File: src/rtl/readout_pkg.sv
// Shared types and width helpers for the column readout sequencer and its counter.
// Pure declarations: no logic, no latency, no flow control.
package readout_pkg;

  typedef enum logic [1:0] {
    IDLE   = 2'd0,
    SETTLE = 2'd1,
    VALID  = 2'd2,
    DONE   = 2'd3
  } readout_state_t;

  // Column select width; a 2-column row still needs one select bit.
  function automatic int sel_width(input int n);
    return (n <= 2) ? 1 : $clog2(n);
  endfunction

  // Settle counter width; it briefly holds settle_cycles on the capture edge.
  function automatic int cnt_width(input int n);
    return (n <= 1) ? 1 : $clog2(n + 1);
  endfunction

endpackage

File: src/rtl/settle_counter.sv
// Loadable up/down counter with a terminal-value flag for settling delays.
// Load/count take effect on the next edge; terminal is combinational from the count; no flow control.
module settle_counter
  import readout_pkg::*;
#(
  parameter int W = 4
) (
  input  logic         clk,
  input  logic         reset,
  input  logic         load,
  input  logic [W-1:0] load_val,
  input  logic         en,
  input  logic         up,
  input  logic [W-1:0] term_val,
  output logic [W-1:0] count,
  output logic         terminal
);

  logic [W-1:0] count_q;
  logic [W-1:0] count_d;

  always_comb begin
    count_d = count_q;
    if (load) begin
      count_d = load_val;
    end else if (en) begin
      count_d = up ? (count_q + W'(1)) : (count_q - W'(1));
    end
  end

  always_ff @(posedge clk or negedge reset) begin
    if (!reset) begin
      count_q <= '0;
    end else begin
      count_q <= count_d;
    end
  end

  assign count    = count_q;
  assign terminal = (count_q == term_val);

endmodule

File: src/rtl/readout_sequencer.sv
// Steps the column mux select, waits settle_cycles, then registers the CDS result as one pixel.
// First pixel valid settle_cycles+1 edges after start; pixel held stable until pix_ready.
module readout_sequencer
  import readout_pkg::*;
#(
  parameter int mux_width     = 2,
  parameter int bus_width     = 8,
  parameter int settle_cycles = 1,
  localparam int SW = sel_width(mux_width),
  localparam int CW = cnt_width(settle_cycles)
) (
  input  logic                 clk,
  input  logic                 reset,
  input  logic                 start,
  input  logic                 abort,
  input  logic [bus_width-1:0] cds_in,
  output logic [SW-1:0]        select,
  output logic [bus_width-1:0] pix_data,
  output logic [SW-1:0]        pix_col,
  output logic                 pix_valid,
  input  logic                 pix_ready,
  output logic                 pix_last,
  output logic                 busy,
  output logic                 row_done
);

  localparam logic [SW-1:0] LAST_COL = SW'(mux_width - 1);
  localparam logic [CW-1:0] TERM_CNT = CW'(settle_cycles - 1);

  readout_state_t state_q, state_d;

  logic [SW-1:0]        select_q, select_d;
  logic [SW-1:0]        pix_col_q, pix_col_d;
  logic [bus_width-1:0] pix_data_q, pix_data_d;
  logic                 pix_last_q, pix_last_d;

  logic [CW-1:0] settle_cnt;
  logic          settle_done;
  logic          cnt_load;
  logic          cnt_en;
  logic          abort_row;
  logic          capture;
  logic          xfer;

  // Counter sits at zero outside SETTLE, so every entry into SETTLE starts a fresh wait.
  settle_counter #(
    .W (CW)
  ) u_settle_counter (
    .clk      (clk),
    .reset    (reset),
    .load     (cnt_load),
    .load_val ('0),
    .en       (cnt_en),
    .up       (1'b1),
    .term_val (TERM_CNT),
    .count    (settle_cnt),
    .terminal (settle_done)
  );

  assign abort_row = abort && (state_q != IDLE);
  assign capture   = (state_q == SETTLE) && settle_done && !abort;
  assign xfer      = (state_q == VALID) && pix_ready && !abort;

  always_ff @(posedge clk or negedge reset) begin
    if (!reset) begin
      state_q <= IDLE;
    end else begin
      state_q <= state_d;
    end
  end

  always_comb begin
    state_d = state_q;
    if (abort_row) begin
      state_d = IDLE;
    end else begin
      unique case (state_q)
        IDLE:    if (start && !abort) state_d = SETTLE;
        SETTLE:  if (settle_done) state_d = VALID;
        VALID:   if (pix_ready) state_d = pix_last_q ? DONE : SETTLE;
        DONE:    state_d = IDLE;
        default: state_d = IDLE;
      endcase
    end
  end

  always_comb begin
    busy      = (state_q != IDLE);
    row_done  = (state_q == DONE);
    pix_valid = (state_q == VALID);
    cnt_en    = (state_q == SETTLE);
    cnt_load  = (state_q != SETTLE);
  end

  // Capture register and column stepping; abort outranks a same-edge transfer.
  always_comb begin
    select_d   = select_q;
    pix_col_d  = pix_col_q;
    pix_data_d = pix_data_q;
    pix_last_d = pix_last_q;
    if (abort_row) begin
      select_d   = '0;
      pix_last_d = 1'b0;
    end else if (capture) begin
      pix_data_d = cds_in;
      pix_col_d  = select_q;
      pix_last_d = (select_q == LAST_COL);
    end else if (xfer) begin
      select_d   = pix_last_q ? '0 : (select_q + SW'(1));
      pix_last_d = 1'b0;
    end
  end

  always_ff @(posedge clk or negedge reset) begin
    if (!reset) begin
      select_q   <= '0;
      pix_col_q  <= '0;
      pix_data_q <= '0;
      pix_last_q <= 1'b0;
    end else begin
      select_q   <= select_d;
      pix_col_q  <= pix_col_d;
      pix_data_q <= pix_data_d;
      pix_last_q <= pix_last_d;
    end
  end

  assign select   = select_q;
  assign pix_col  = pix_col_q;
  assign pix_data = pix_data_q;
  assign pix_last = pix_last_q;

endmodule

File: config.mk
export PLATFORM = sky130hd
export DESIGN_NAME = readout_sequencer
export DESIGN_NICKNAME = d
export VERILOG_FILES = /design/src/rtl/readout_pkg.sv /design/src/rtl/settle_counter.sv /design/src/rtl/readout_sequencer.sv
export SDC_FILE = /design/constraint.sdc
export NUM_CORES = 1
export LEC_CHECK = 0
export ABC_AREA = 1
export CORE_MARGIN = 4
export CORE_UTILIZATION = 43
export CTS_BUF_LIST = sky130_fd_sc_hd__clkbuf_8
export DETAILED_ROUTE_END_ITERATION = 8
export PLACE_DENSITY_LB_ADDON = 0.1
export SLEW_MARGIN = 20
export SYNTH_ARGS = -nofsm -noshare
export SYNTH_HDL_FRONTEND = slang
export SYNTH_SLANG_ARGS = --single-unit
export TNS_END_PERCENT = 30
File: constraint.sdc
create_clock -name clk -period 1.5 [get_ports clk]
set_clock_uncertainty 0.15 [all_clocks]
set_input_delay 0.3 -clock clk [delete_from_list [all_inputs] [get_ports clk]]
set_output_delay 0.3 -clock clk [all_outputs]
set_load 0.01 [all_outputs]
==> results.toml, run 1 <==
[clocking]
cts_root_buffer = "clkbuf_8"
numCtsBuffers = 3
cts_tree = "yes"
cts.clk_slew.worst_paths_ns = 0.05
clk_latency_ns = 0.24
cts_sinks = 14
htreeDepth = 1
hold_buffers = 0
clk_path_buf_depth = 2

[logic_synthesis]
ys.warnings.count = 0
synth_area_um2 = 656.9
synthCells = 81
synth_cell_types = 16
syn_nets = 94
ys_seq_elements = 14
yosysSeqAreaShare_pct = 53.33
postSynthAreaPerCell_um2 = 8.110

[power_and_ir_drop]
ir_worst_vdd_v = 0.001156
p_per_area_mw_per_mm2 = 1905
total_power_mw = 2.031
leakage_nw = 0.5985

[critical_path]
cp_num_buf_inv = 3
endpoint_kind = "primary output"
path_class = "reg2out"
critPathTopFamily = "flip-flops"
cpPeakStageDelay_ns = 0.39
worstPathRequired_ns = 1.05
crit_top_cell = "buf_6"
cp.arrival_ns = 1.02
crit_path_max_fanout = 3
cpMaxStageDelayCell = "dfrtp_1"
critPathLaunchType = "flop"
worstPathCellList = "buf_6 -> nor2_4 -> inv_2 -> buf_6"

[detailed_routing]
ant_nets = 0
finalWirelength_mm = 1.542
post_drt_wl_per_cell_um = 11.34
initialDrtViolationCount = 24
num_vias = 648
dr.pass1.iters = 4
drt-vias-per-instance = 4.765
route.detailed.drc = 0

[timing]
setup_viol = 0
layout_min_cycle_time_ns = 1.472
final_hold_viol_count = 0
slew_violations = 0
fmaxAchievable_mhz = 679.2
grt_setup_unrepaired = "yes"
worst_pin_slew_ns = 0.2227
maxSlewHeadroom_pct = 85.14
fin_crit_sh_pct = 98.16
holdWs_ns = 0.2221

[die]
die_area_mm2 = 0.002217
rows = 13
die_w_um = 47.09
placeableCoreArea_mm2 = 0.001366
pin_count = 27
initial_utilization_pct = 48.08
die-height_um = 47.09

[finish]
final_common_cell = "nand2_1"
nNetsFinal = 136
area_delta_synth_final_pct = 62.29
layout_common_cells = "41 x nand2_1, 14 x dfrtp_1, 12 x clkdlybuf4s50_1"
drive_gt1_share_pct = 22.31
diodes = 0

[job]
maxCapViolCount = 0

[run_status]
status = "completed"

[global_route]
grt_start_max_net_pins = 15
grt_remaining_overflow = 0
antenna_found_initial = 0
grt_pass1_vias = 593
track_usage_pct = 16.55
grt_pass1_wl_mm = 2.490

[placed_design]
portBuffers = 26
hpwlAfterDp_mm = 1.142
place.gp.congestion = 0.8171

[hold_path]
min_path_type = "in2async"
[worst register-to-register path: stages (launching register included)]
cell	delay, ns
dfrtp_1	0.38
buf_6	0.14
inv_4	0.05
buf_6	0.10
nand2_4	0.05
nor2_4	0.13
nand2_4	0.07
buf_4	0.15
nand2_1	0.05
nand2_1	0.05
[registers in the layout, indices dropped and copies added (netlist names)]
name                    count
pix_col                     1
pix_data                    8
pix_last                    1
select                      1
state_q                     2
u_settle_counter.count      1
[synth_stat cells]
master,n,area [um^2]
clkinv_2,1,5.000
nor2_1,3,11.26
inv_1,4,15.01
inv_2,2,7.510
buf_6,1,11.26
o21ai_1,1,5.000
o21ai_0,2,10.01
a21oi_1,1,5.000
nand2_4,2,22.52
nor2_4,1,11.26
nand3_2,1,10.01
nand4_1,1,6.260
buf_4,1,7.510
nand3_1,5,25.02
nand2_1,41,153.9
dfrtp_1,14,350.3
[metrics by stage]
stage / std cells / TNS, ns / setup slack, ns / utilization (%) / instance area [um^2]
5_1_grt: 136 / -0.04248 / -0.02283 / 78.02 / 1066
4_1_cts: 134 / -0.06770 / -0.06770 / 75.55 / 1032
6_report: 136 / 0 / 0.02760 / 78.02 / 1066
2_1_floorplan: 81 / 0 / 0.2920 / - / 656.9
3_3_place_gp: 129 / -0.1200 / -0.05373 / 72.07 / 984.7
3_5_place_dp: 129 / -0.2608 / -0.05008 / 72.07 / 984.7
[power by group]
group | internal [mW] | total (mW) | switching, mW
combinational | 0.555 | 1.09 | 0.537
sequential | 0.545 | 0.644 | 0.0988
clock | 0.177 | 0.295 | 0.118
[layer usage]
layer | vias to the layer above | part of all wire [%] | global-route usage (%)
li1 | 332 | - | -
met1 | 287 | 44 | 20.63
met2 | 24 | 47 | 26.02
met3 | 5 | 6.6 | 3.831
met4 | 0 | 2.0 | 9.945
met5 | - | 0 | 0
[area by class of cell]
cell class / count / area, um^2
clock buffer: 3 / 41.29
fill: 110 / 300.3
inverter: 7 / 30.03
multi-input combinational: 58 / 270.3
sequential: 14 / 350.3
tap: 15 / 18.77
timing repair buffer: 39 / 355.3
[logic make-up after synthesis]
logic type      Yosys count  synth area share [%]
buf+inv                   9                 7.047
simple gates             54                 36.57
flops                    14                 53.33
compound gates            4                 3.046
[path summary, 6_finish.rpt]
check,startpoint,to,slack [ns],cells after the start
min reg2reg,pix_data[4],pix_data[4],0.32,2
max reg2reg,state_q[1],pix_data[0],0.08,9
max in group asynchronous,reset,pix_data[4],0.81,2
max,state_q[0],busy,0.03,4
min,reset,state_q[1],0.22,2
min in group clk,pix_data[4],pix_data[4],0.32,2
[timing repair]
item                                    4_1_cts  5_1_grt
cloned                                        0        0
pin swaps                                     0        2
setup buffers                                 2        2
endpoints found under the setup margin       14        9
gates resized for setup                      22        9
Note: power is estimated with default switching activity, not from simulation.
==> run 2: changes to the inputs <==
==> constraint.sdc (replaced) <==
create_clock -name clk -period 1.5 [get_ports clk]
set_clock_uncertainty 0.15 [all_clocks]
set_input_delay 0.15 -clock clk [delete_from_list [all_inputs] [get_ports clk]]
set_output_delay 0.15 -clock clk [all_outputs]
set_load 0.01 [all_outputs]
==> run 2 against run 1 <==
Sequential power rose by 7.9%. Wire length rose by 4.5%. Utilization fell by 4.9 points. Via count fell by 4.3%. Sequential share of layout area rose by 2.5 points. Flip-flop and latch count did not move. First-iteration DRC count fell by 75%. Combinational power fell by 15%. Critical path depth fell by 1. Non-clock buffer count fell by 8.
==> results.toml, run 2 (same netlist as run 1, synthesis figures left out) <==
[finish]
diodes = 0
area_delta_synth_final_pct = 52.00
drive_gt1_share_pct = 15.93
layout_common_cells = "41 x nand2_1, 21 x clkdlybuf4s50_1, 12 x dfrtp_1"
final_core_util_pct = 73.08
final_cells = 128
nNetsFinal = 128
largest_reg_flops = 8
num-fill-cells = 125
final_common_cell = "nand2_1"

[power_and_ir_drop]
leakage_nw = 0.5402
ir_worst_vdd_v = 0.001463
p_per_area_mw_per_mm2 = 1926
total_power_mw = 1.923

[global_route]
track_usage_pct = 18.66
antenna_found_initial = 0
grt_pass1_wl_mm = 2.628
grt_pass1_vias = 594
grt_remaining_overflow = 0
grt_start_max_net_pins = 15

[timing]
setup_viol = 0
fin_crit_sh_pct = 97.83
grt_setup_unrepaired = "yes"
worst_slack_ns = 0.03254
maxSlewHeadroom_pct = 86.08
worst_pin_slew_ns = 0.2086
slew_violations = 0
fmaxAchievable_mhz = 681.5
layout_min_cycle_time_ns = 1.467
final_hold_viol_count = 0

[critical_path]
cpPeakStageDelay_ns = 0.44
path_class = "reg2out"
crit_path_max_fanout = 6
worstPathRequired_ns = 1.20
cp_num_buf_inv = 2
worstPathCellList = "nor2_2 -> inv_2 -> dlygate4sd2_1"
reg2reg_depth = 8
critPathLaunchType = "flop"
crit_cells = 3
endpoint_kind = "primary output"
cp.arrival_ns = 1.17
cpMaxStageDelayCell = "dfrtp_2"
critPathTopFamily = "flip-flops"

[placed_design]
placed_cells = 125
place.gp.congestion = 0.8023
hpwlAfterDp_mm = 1.283
portBuffers = 26
pre_cts_slack_ns = 0.04723

[die]
initial_utilization_pct = 48.08
rows = 13
die_area_mm2 = 0.002217
die_w_um = 47.09
die-height_um = 47.09
placeableCoreArea_mm2 = 0.001366
pin_count = 27

[clocking]
cts.clk_slew.worst_paths_ns = 0.05
clk_latency_ns = 0.24
clk_path_buf_depth = 2
cts_tree = "yes"
hold_buffers = 0
cts_sinks = 14
htreeDepth = 1
cts_root_buffer = "clkbuf_8"
numCtsBuffers = 3

[detailed_routing]
post_drt_wl_per_cell_um = 12.59
num_vias = 620
initialDrtViolationCount = 6
dr.pass1.iters = 4
finalWirelength_mm = 1.611
drt-vias-per-instance = 4.844
ant_nets = 0
route.detailed.drc = 0

[job]
maxCapViolCount = 0

[run_status]
status = "completed"

[hold_path]
min_path_type = "in2async"
==> run 2: cell count changes in the layout (fill, tap and decap cells not counted), moves of 2 or more <==
| cell | change |
|---|---|
| dfrtp_2 | +2 |
| buf_4 | -4 |
| clkdlybuf4s50_1 | +9 |
| dlygate4sd2_1 | -7 |
| buf_6 | -5 |
| dfrtp_1 | -2 |
==> run 2: what timing repair did <==
action / CTS / global route
cloned: 0 / 0
buffers inserted: 0 / 0
setup endpoints to repair: 4 / 3
gates resized for setup: 7 / 1
==> run 2: layout make-up <==
class / instances / area [um^2] / share of cell area, %
sequential: 14 / 352.8 / 35.34
timing repair buffer: 31 / 295.3 / 29.57
tap: 15 / 18.77 / 1.880
inverter: 7 / 27.53 / 2.757
clock buffer: 3 / 41.29 / 4.135
multi-input combinational: 58 / 262.8 / 26.32
==> run 2: path summary, 6_finish.rpt <==
check / from / endpoint / slack, ns
max: state_q[1] / busy / 0.03
min: reset / state_q[1] / 0.07
max reg2reg: state_q[1] / pix_data[6] / 0.10
min reg2reg: pix_data[3] / pix_data[3] / 0.33
max in group asynchronous: reset / state_q[0] / 0.95
min in group clk: cds_in[0] / pix_data[0] / 0.29
==> run 2: stage by stage <==
stage	setup TNS (ns)	hold slack, ns	instance area [um^2]
finish	0	0.07125	998.5
global placement	0	0.3140	954.7
CTS	0	0.07277	996.0
global route	-0.03904	0.09303	998.5
detailed placement	0	0.3195	954.7
floorplan	0	-0.2956	656.9
==> run 2: routing by layer <==
layer | part of all wire, % | routed length (um) | vias to the layer above | GRT usage [%]
li1 | - | - | 316 | -
met1 | 39 | 632 | 279 | 20.29
met2 | 51 | 823 | 21 | 30.35
met3 | 6.8 | 110 | 4 | 4.981
met4 | 2.7 | 44 | 0 | 14.92
met5 | 0 | 0 | - | 0
==> run 2: worst register-to-register path: cells and delay by family, from the launching register on <==
kind / cells / cell delay, ns
DFF: 1 / 0.44
buffers and inverters: 3 / 0.35
and+or+nand+nor: 5 / 0.36
==> run 2: report_power, final <==
group / switching (mW) / total [mW] / internal (mW) / leakage [nW]
Combinational: 0.458 / 0.931 / 0.473 / 0.343
Clock: 0.120 / 0.297 / 0.177 / 0.0216
Sequential: 0.145 / 0.695 / 0.550 / 0.175
Total: 0.723 / 1.92 / 1.20 / 0.540
